===== src/rtl/pcie_clk_pkg.sv =====
// Shared encodings for the PHY clock-tree sequencer: FSM states and divider phases.
package pcie_clk_pkg;

    typedef enum logic [1:0] {
        ST_IDLE   = 2'd0,
        ST_WARMUP = 2'd1,
        ST_RUN    = 2'd2,
        ST_DRAIN  = 2'd3
    } state_t;

    // Phase 7 drives every derived clock low; phase 0 is the common rising edge.
    localparam logic [2:0] PH_ALL_LOW  = 3'd7;
    localparam logic [2:0] PH_ALL_HIGH = 3'd0;

endpackage


===== src/rtl/pcie_clk_div8.sv =====
// Three-bit phase counter producing the registered /2, /4, /8 clocks and frame strobe.
module pcie_clk_div8
    import pcie_clk_pkg::*;
(
    input  logic       i_clk,
    input  logic       i_reset,
    input  logic       i_load,
    input  logic       i_inc,
    output logic [2:0] o_cnt,
    output logic       o_clk_4f,
    output logic       o_clk_2f,
    output logic       o_clk_f,
    output logic       o_frame_sync
);

    logic [2:0] r_cnt;
    logic [2:0] w_cnt_next;
    logic       r_clk_4f;
    logic       r_clk_2f;
    logic       r_clk_f;
    logic       r_frame_sync;

    always_comb begin
        w_cnt_next = r_cnt;
        if (i_load) begin
            w_cnt_next = PH_ALL_LOW;
        end else if (i_inc) begin
            w_cnt_next = r_cnt + 3'd1;
        end
    end

    // Outputs are registered from the next phase so they always track r_cnt;
    // while parked at PH_ALL_LOW every output is naturally low.
    always_ff @(posedge i_clk) begin
        if (i_reset) begin
            r_cnt        <= PH_ALL_LOW;
            r_clk_4f     <= 1'b0;
            r_clk_2f     <= 1'b0;
            r_clk_f      <= 1'b0;
            r_frame_sync <= 1'b0;
        end else begin
            r_cnt        <= w_cnt_next;
            r_clk_4f     <= ~w_cnt_next[0];
            r_clk_2f     <= ~w_cnt_next[1];
            r_clk_f      <= ~w_cnt_next[2];
            r_frame_sync <= (w_cnt_next == PH_ALL_HIGH);
        end
    end

    assign o_cnt        = r_cnt;
    assign o_clk_4f     = r_clk_4f;
    assign o_clk_2f     = r_clk_2f;
    assign o_clk_f      = r_clk_f;
    assign o_frame_sync = r_frame_sync;

endmodule


===== src/rtl/pcie_clk_seq.sv =====
// PHY clock-tree sequencer: warm-up hold, glitch-free start/stop of the f/2f/4f
// clocks, lock qualification (clk_valid) and frame-sync strobe.
module pcie_clk_seq
    import pcie_clk_pkg::*;
#(
    parameter int WARMUP_CYC   = 16,
    parameter int LOCK_PERIODS = 2,
    parameter int WCNT_W       = 5
) (
    input  logic       clk_in,
    input  logic       reset,
    input  logic       enable,
    output logic       clk_out_4f,
    output logic       clk_out_2f,
    output logic       clk_out_f,
    output logic       frame_sync,
    output logic       clk_valid,
    output logic [1:0] state_o
);

    localparam logic [WCNT_W-1:0] WARM_LAST = WCNT_W'(WARMUP_CYC - 1);
    localparam logic [WCNT_W-1:0] LOCK_VAL  = WCNT_W'(LOCK_PERIODS);
    localparam logic [WCNT_W-1:0] WCNT_ONE  = WCNT_W'(1);

    state_t            r_state;
    state_t            w_state_next;
    logic [WCNT_W-1:0] r_wcnt;
    logic [WCNT_W-1:0] w_wcnt_next;
    logic              r_clk_valid;
    logic              w_valid_next;
    logic              r_run_q;
    logic              w_load;
    logic              w_inc;
    logic [2:0]        w_cnt;

    always_ff @(posedge clk_in) begin
        if (reset) begin
            r_state     <= ST_IDLE;
            r_wcnt      <= '0;
            r_clk_valid <= 1'b0;
            r_run_q     <= 1'b0;
        end else begin
            r_state     <= w_state_next;
            r_wcnt      <= w_wcnt_next;
            r_clk_valid <= w_valid_next;
            r_run_q     <= (r_state == ST_RUN);
        end
    end

    always_comb begin
        w_state_next = r_state;
        w_wcnt_next  = r_wcnt;
        w_valid_next = r_clk_valid;
        w_load       = 1'b0;
        w_inc        = 1'b0;
        case (r_state)
            ST_IDLE: begin
                w_load       = 1'b1;
                w_wcnt_next  = '0;
                w_valid_next = 1'b0;
                if (enable) begin
                    w_state_next = ST_WARMUP;
                end
            end
            ST_WARMUP: begin
                w_load       = 1'b1;
                w_valid_next = 1'b0;
                if (!enable) begin
                    w_state_next = ST_IDLE;
                    w_wcnt_next  = '0;
                end else if (r_wcnt == WARM_LAST) begin
                    w_state_next = ST_RUN;
                    w_wcnt_next  = '0;
                end else begin
                    w_wcnt_next = r_wcnt + WCNT_ONE;
                end
            end
            ST_RUN: begin
                w_inc = 1'b1;
                // The phase-7 cycle on RUN entry precedes the first edge, so only
                // phase-7 cycles after a full period (r_run_q) count as completed.
                if (!enable) begin
                    w_state_next = ST_DRAIN;
                    w_wcnt_next  = '0;
                    w_valid_next = 1'b0;
                end else if (w_cnt == PH_ALL_LOW && r_run_q && r_wcnt != LOCK_VAL) begin
                    w_wcnt_next  = r_wcnt + WCNT_ONE;
                    w_valid_next = ((r_wcnt + WCNT_ONE) == LOCK_VAL);
                end
            end
            ST_DRAIN: begin
                w_wcnt_next  = '0;
                w_valid_next = 1'b0;
                if (w_cnt == PH_ALL_LOW) begin
                    w_state_next = ST_IDLE;
                end else begin
                    w_inc = 1'b1;
                end
            end
            default: begin
                w_state_next = ST_IDLE;
                w_wcnt_next  = '0;
                w_valid_next = 1'b0;
                w_load       = 1'b1;
            end
        endcase
    end

    pcie_clk_div8 u_div8 (
        .i_clk        (clk_in),
        .i_reset      (reset),
        .i_load       (w_load),
        .i_inc        (w_inc),
        .o_cnt        (w_cnt),
        .o_clk_4f     (clk_out_4f),
        .o_clk_2f     (clk_out_2f),
        .o_clk_f      (clk_out_f),
        .o_frame_sync (frame_sync)
    );

    assign clk_valid = r_clk_valid;
    assign state_o   = r_state;

endmodule


===== config.mk =====
export PLATFORM = sky130hd
export DESIGN_NAME = pcie_clk_seq
export DESIGN_NICKNAME = d
export VERILOG_FILES = /design/src/rtl/pcie_clk_pkg.sv /design/src/rtl/pcie_clk_div8.sv /design/src/rtl/pcie_clk_seq.sv
export SDC_FILE = /design/constraint.sdc
export NUM_CORES = 1
export LEC_CHECK = 0
export ABC_AREA = 0
export CAP_MARGIN = 25
export CORE_MARGIN = 10
export CORE_UTILIZATION = 45
export DETAILED_ROUTE_END_ITERATION = 10
export PLACE_DENSITY = 0.75
export SKIP_CTS_REPAIR_TIMING = 1
export SYNTH_ARGS = -nofsm -noshare
export SYNTH_HDL_FRONTEND = slang
export SYNTH_SLANG_ARGS = --single-unit
export TNS_END_PERCENT = 50

===== constraint.sdc =====
create_clock -name clk_in -period 1.9 [get_ports clk_in]
set_clock_uncertainty 0.15 [all_clocks]
set_input_delay 0.38 -clock clk_in [delete_from_list [all_inputs] [get_ports clk_in]]
set_output_delay 0.38 -clock clk_in [all_outputs]
set_load 0.1 [all_outputs]

After elaboration in Yosys (flattened, before gate mapping). Cells that the tools add are included.

Logic and storage cells: 53. Output and inout port bits: 7. Flip-flop bits (word level): 16. Input port bits: 3.

Add/sub/neg operators: 2. Multiplexer cells: 19. Equal/unequal tests: 12. Bitwise gates (word level): 3. Reduce and logical (&&, ||, !) cells: 8.

Operator list (count): two-way mux 5 bit (4); case mux 5 bit (3 select lines) (1); two-way mux 2 bit (5); case mux 2 bit (4 select lines) (1); two-way mux 3 bit (2); inequality test 2 bit (second input constant) (3); adder 5 x 1 -> 5 bit (second input constant) (1); == test 5 x 2 -> 1 bit (second input constant) (1); == test 5 x 4 -> 1 bit (second input constant) (1); inequality test 5 x 2 -> 1 bit (second input constant) (1); == test 2 bit (second input constant) (2); two-way mux 1 bit (4); case mux 1 bit (2 select lines) (2); AND reduction 4 bit (1); OR reduction 2 bit (2); adder 3 x 1 -> 3 bit (second input constant) (1); == test 3 bit (second input constant) (1); zero test 3 bit (1); inequality test 3 x 2 -> 1 bit (second input constant) (1); inequality test 3 bit (second input constant) (1); inverter 1 bit (3); OR reduction 3 bit (1); == test 2 x 1 -> 1 bit (second input constant) (1); logical AND 1 bit (2); zero test 2 bit (1).

Logic depth before layout (Yosys ltp).
Depth in word-level cells: 6. Mapped depth: 8.

Cells and area by module. A second synthesis with hierarchy kept.

Cells, all modules: 82. Area, all modules: 785.8 µm².

By module, submodules not included: pcie_clk_seq (seq. area each 180.2 µm², area an instance 545.5 µm², cells an instance 63, instances 1); pcie_clk_div8 (seq. area each 140.1 µm², area an instance 240.2 µm², cells an instance 19, instances 1).

Worst setup path before layout. No wires, ideal clock.

Path type: register to register. Start: register with a tool-made name. End: register r_wcnt[2]. Data required time: 1.683 ns. Cell stages (with the launch flop): 5. Data arrival time: 1.842 ns. Period minus slack after synthesis: 2.060 ns. Slack: -0.160 ns. Cell sequence: dfxtp_1 -> and3b_2 -> a31o_2 -> nand4b_1 -> a21oi_2.

RTL lines: end signal, assigned (line pcie_clk_seq.sv:44) `r_wcnt <= w_wcnt_next;`; end, declared (line pcie_clk_seq.sv:27) `logic [WCNT_W-1:0] r_wcnt;`.

Worst setup path after layout.
Start: register u_div8.r_cnt[0], in the netlist u_div8.o_cnt[0]. End: register r_wcnt[2].

Longest elaborated chain between the ends: 4.

Ends and longest elaborated chain: start, declared (line pcie_clk_div8.sv:16) `logic [2:0] r_cnt;`; start signal, assigned (line pcie_clk_div8.sv:42) `r_cnt <= w_cnt_next;`; == test 3 bit (line pcie_clk_seq.sv:86) `end else if (w_cnt == PH_ALL_LOW && r_run_q && r_wcnt != LOCK_VAL) begin`; logical AND 1 bit (2 in series) (line pcie_clk_seq.sv:86); inequality test 3 x 2 -> 1 bit (no line).

Every way passes these cells. A chain may end at the register's enable or synchronous reset.

==> results.sh <==
export IMPL_p_sw_w=0.000134
export IMPL_rr_startpoint="u_div8.o_cnt[0]"
export IMPL_use_met3=0.0305
export IMPL_cts_inserted_buffers=3
export IMPL_synth_top_area_cell="dfxtp_1"
export IMPL_cts_tree="yes"
export IMPL_ant_nets=0
export IMPL_intPower_w=0.000471
export IMPL_core_um2=1710
export IMPL_dp_slack_ns=0.106
export IMPL_comb_power_share=0.063
export IMPL_worstPathArrival_ns=1.83
export IMPL_synth_avg_cell_area_um2=9.25
export IMPL_grt_pass1_wl_um=2730
export IMPL_p_leak_nw=0.400
export IMPL_hp_start="r_wcnt[1]"
export IMPL_grt_pass1_vias=640
export IMPL_final_common_cell="dfxtp_1"
export IMPL_grt_util_met2=0.154
export IMPL_fin_crit_sh=0.948
export IMPL_setup_viol_count_final=0
export IMPL_end_kind="flip-flop"
export IMPL_clk_latency_ns=0.29
export IMPL_clkPwrFrac=0.373
export IMPL_crit_type="reg2reg"
export IMPL_die_width_um=62.1
export IMPL_wire_per_inst_um=12.5
export IMPL_dr_pass1_iters=4
export IMPL_fp_dieH_um=62.1
export IMPL_overflow=0
export IMPL_postSynthCellCount=86
export IMPL_cts_root_buf="clkbuf_4"
export IMPL_initial_core_util=0.466
export IMPL_gp_congestion=0.873
export IMPL_syn_nets=96
export IMPL_grt_max_degree=11
export IMPL_ff2ff_path_depth=6
export IMPL_area_delta_synth_final_pct=32.7
export IMPL_synth_seq_cells=16
export IMPL_grt_busiest_layer="met2"
export IMPL_timing_fmax_mhz=555
export IMPL_power_density_nw_per_um2=573
export IMPL_required_ns=1.93
export IMPL_swShare=0.222
export IMPL_grt_met1_usage=0.109
export IMPL_cp_max_fo=5
export IMPL_io_buffers=9
export IMPL_dieArea_um2=3850
export IMPL_ys_types=30
export IMPL_vias_per_cell=5.21
export IMPL_fin_util=0.618
export IMPL_seqCellArea_um2=325
export IMPL_rows=15
export IMPL_netlist_area_um2=796
export IMPL_cts_buffer_depth=2
export IMPL_grt_use_total=0.0946
export IMPL_clkSlewWorstSetupHoldPaths_ns=0.10
export IMPL_dp_hpwl_um=1210
export IMPL_wirelength_um=1560
export IMPL_rsz0062_at_grt="no"
export IMPL_ys_warn_count=0
export IMPL_drt_iter0_markers=9
export IMPL_synth_area_leaders="dfxtp_1 40%, ha_1 11%, nand3_1 6.3%, nand2_1 4.2%, inv_1 3.8%"
export IMPL_layout_common_cells="12 x dfxtp_1, 10 x nand3_1, 9 x nand2_1"
export IMPL_maxCapViolCount=0
export IMPL_maxSlewViolCount=0
export IMPL_final_fill_count=149
export IMPL_setup_slack_ns=0.0987
export IMPL_tns_ns=0
export IMPL_multi_input_area_um2=458
export IMPL_drive_gt1_frac=0.270
export IMPL_period_needed_ns=1.80
export IMPL_cp_start_kind="flip-flop"
export IMPL_worst_slew_pin_slew_ns=0.401
export IMPL_num_vias=651
export IMPL_antenna_cells=0
export IMPL_status="complete, no violations"
export IMPL_clkSinkCount=16
export IMPL_drc=0
export IMPL_critPathLaunch="u_div8.o_cnt[0]"
export IMPL_p_seq_frac=0.564
export IMPL_antenna_found_initial=0
export IMPL_hold_class="reg2reg"
export IMPL_netlist_area_leader_share=0.403
export IMPL_finalHoldViolCount=0
export IMPL_peakVddDrop_mv=0.492
export IMPL_final_nets=111
export IMPL_cts_max_level=1
export IMPL_pin_count=10
export IMPL_holdPathStages=2
export IMPL_slew_headroom=0.731
export IMPL_ys_seq_area_frac=0.403
[path summary, 6_finish.rpt]
kind | slack [ns] | endpoint
setup / recovery | 0.1 | r_wcnt[2]
hold / removal | 0.34 | r_wcnt[1]
setup reg to reg | 0.1 | r_wcnt[2]
hold reg to reg | 0.34 | r_wcnt[1]
[critical path, stage by stage, from the launching register on]
cell and delay, ns:
dfxtp_1 0.41, ha_1 0.19, ha_1 0.23, nand2_1 0.18, o21a_4 0.28, a22oi_2 0.19, a21oi_2 0.06
[synth_stat cells]
cell	instances
o2bb2ai_1	1
and3b_1	1
inv_1	8
nand4b_1	1
nand3b_1	1
a21oi_2	2
dfxtp_1	16
o21a_4	1
ha_1	7
o41ai_1	1
o21ai_2	1
nand2b_1	2
a32oi_1	1
and3_1	1
nor3_1	1
nor4b_4	1
a21oi_1	3
clkbuf_1	1
and3b_2	1
a31o_2	1
o21ai_0	2
nor2b_1	3
nand2_1	9
o21ai_1	1
xnor2_1	2
xor2_1	1
nor2_1	4
nand3_1	10
a2111oi_0	1
a22oi_2	1
[registers in the layout (all words and copies together), names as in the netlist, named ones only]
register	cells
u_div8.o_clk_f	1
u_div8.o_clk_4f	1
u_div8.o_cnt	3
r_run_q	1
u_div8.o_clk_2f	1
u_div8.o_frame_sync	1
clk_valid	1
state_o	1
r_wcnt	5
[cells by family after synthesis]
kind of cell             after synthesis  synth area share
buffers and inverters                  9            0.0424
AO/OA/AOI/OAI                         16             0.160
adder cells (fa/ha/maj)                7             0.110
flip-flops                            16             0.403
XOR/XNOR                               3            0.0330
AND/OR/NAND/NOR                       35             0.252
[layout make-up]
type / instances / area share
inverter: 8 / 0.0284
clock buffer: 4 / 0.0344
multi-input combinational: 61 / 0.434
tap: 25 / 0.0296
timing repair buffer: 11 / 0.166
sequential: 16 / 0.308
[routing by layer]
metal / routed length [µm] / share of wire
met5: 0 / 0
met4: 32 / 0.020
met2: 758 / 0.48
met1: 702 / 0.45
met3: 70 / 0.045
[power groups by stage]
stage | registers, W | clock network, W | logic, W
after global routing | 0.000342 | 0.000246 | 0.0000417
after floorplan | 0.000355 | 0 | 0.0000134
final | 0.000341 | 0.000226 | 0.0000381
after CTS | 0.000341 | 0.000229 | 0.0000373
after global placement | 0.000348 | 0 | 0.0000366
after detailed placement | 0.000348 | 0 | 0.0000370
[per-stage QoR]
| stage | instance area, µm² | std cells | total power (W) | hold WS, ns |
|---|---|---|---|---|
| 4_1_cts | 1040 | 125 | 0.000607 | 0.368 |
| 2_1_floorplan | 798 | 86 | 0.000369 | 0.327 |
| 6_report | 1060 | 125 | 0.000605 | 0.339 |
| 3_3_place_gp | 1000 | 121 | 0.000385 | 0.348 |
| 3_5_place_dp | 1000 | 121 | 0.000385 | 0.355 |
| 5_1_grt | 1060 | 125 | 0.000630 | 0.360 |
(Power assumes the default switching activity.)
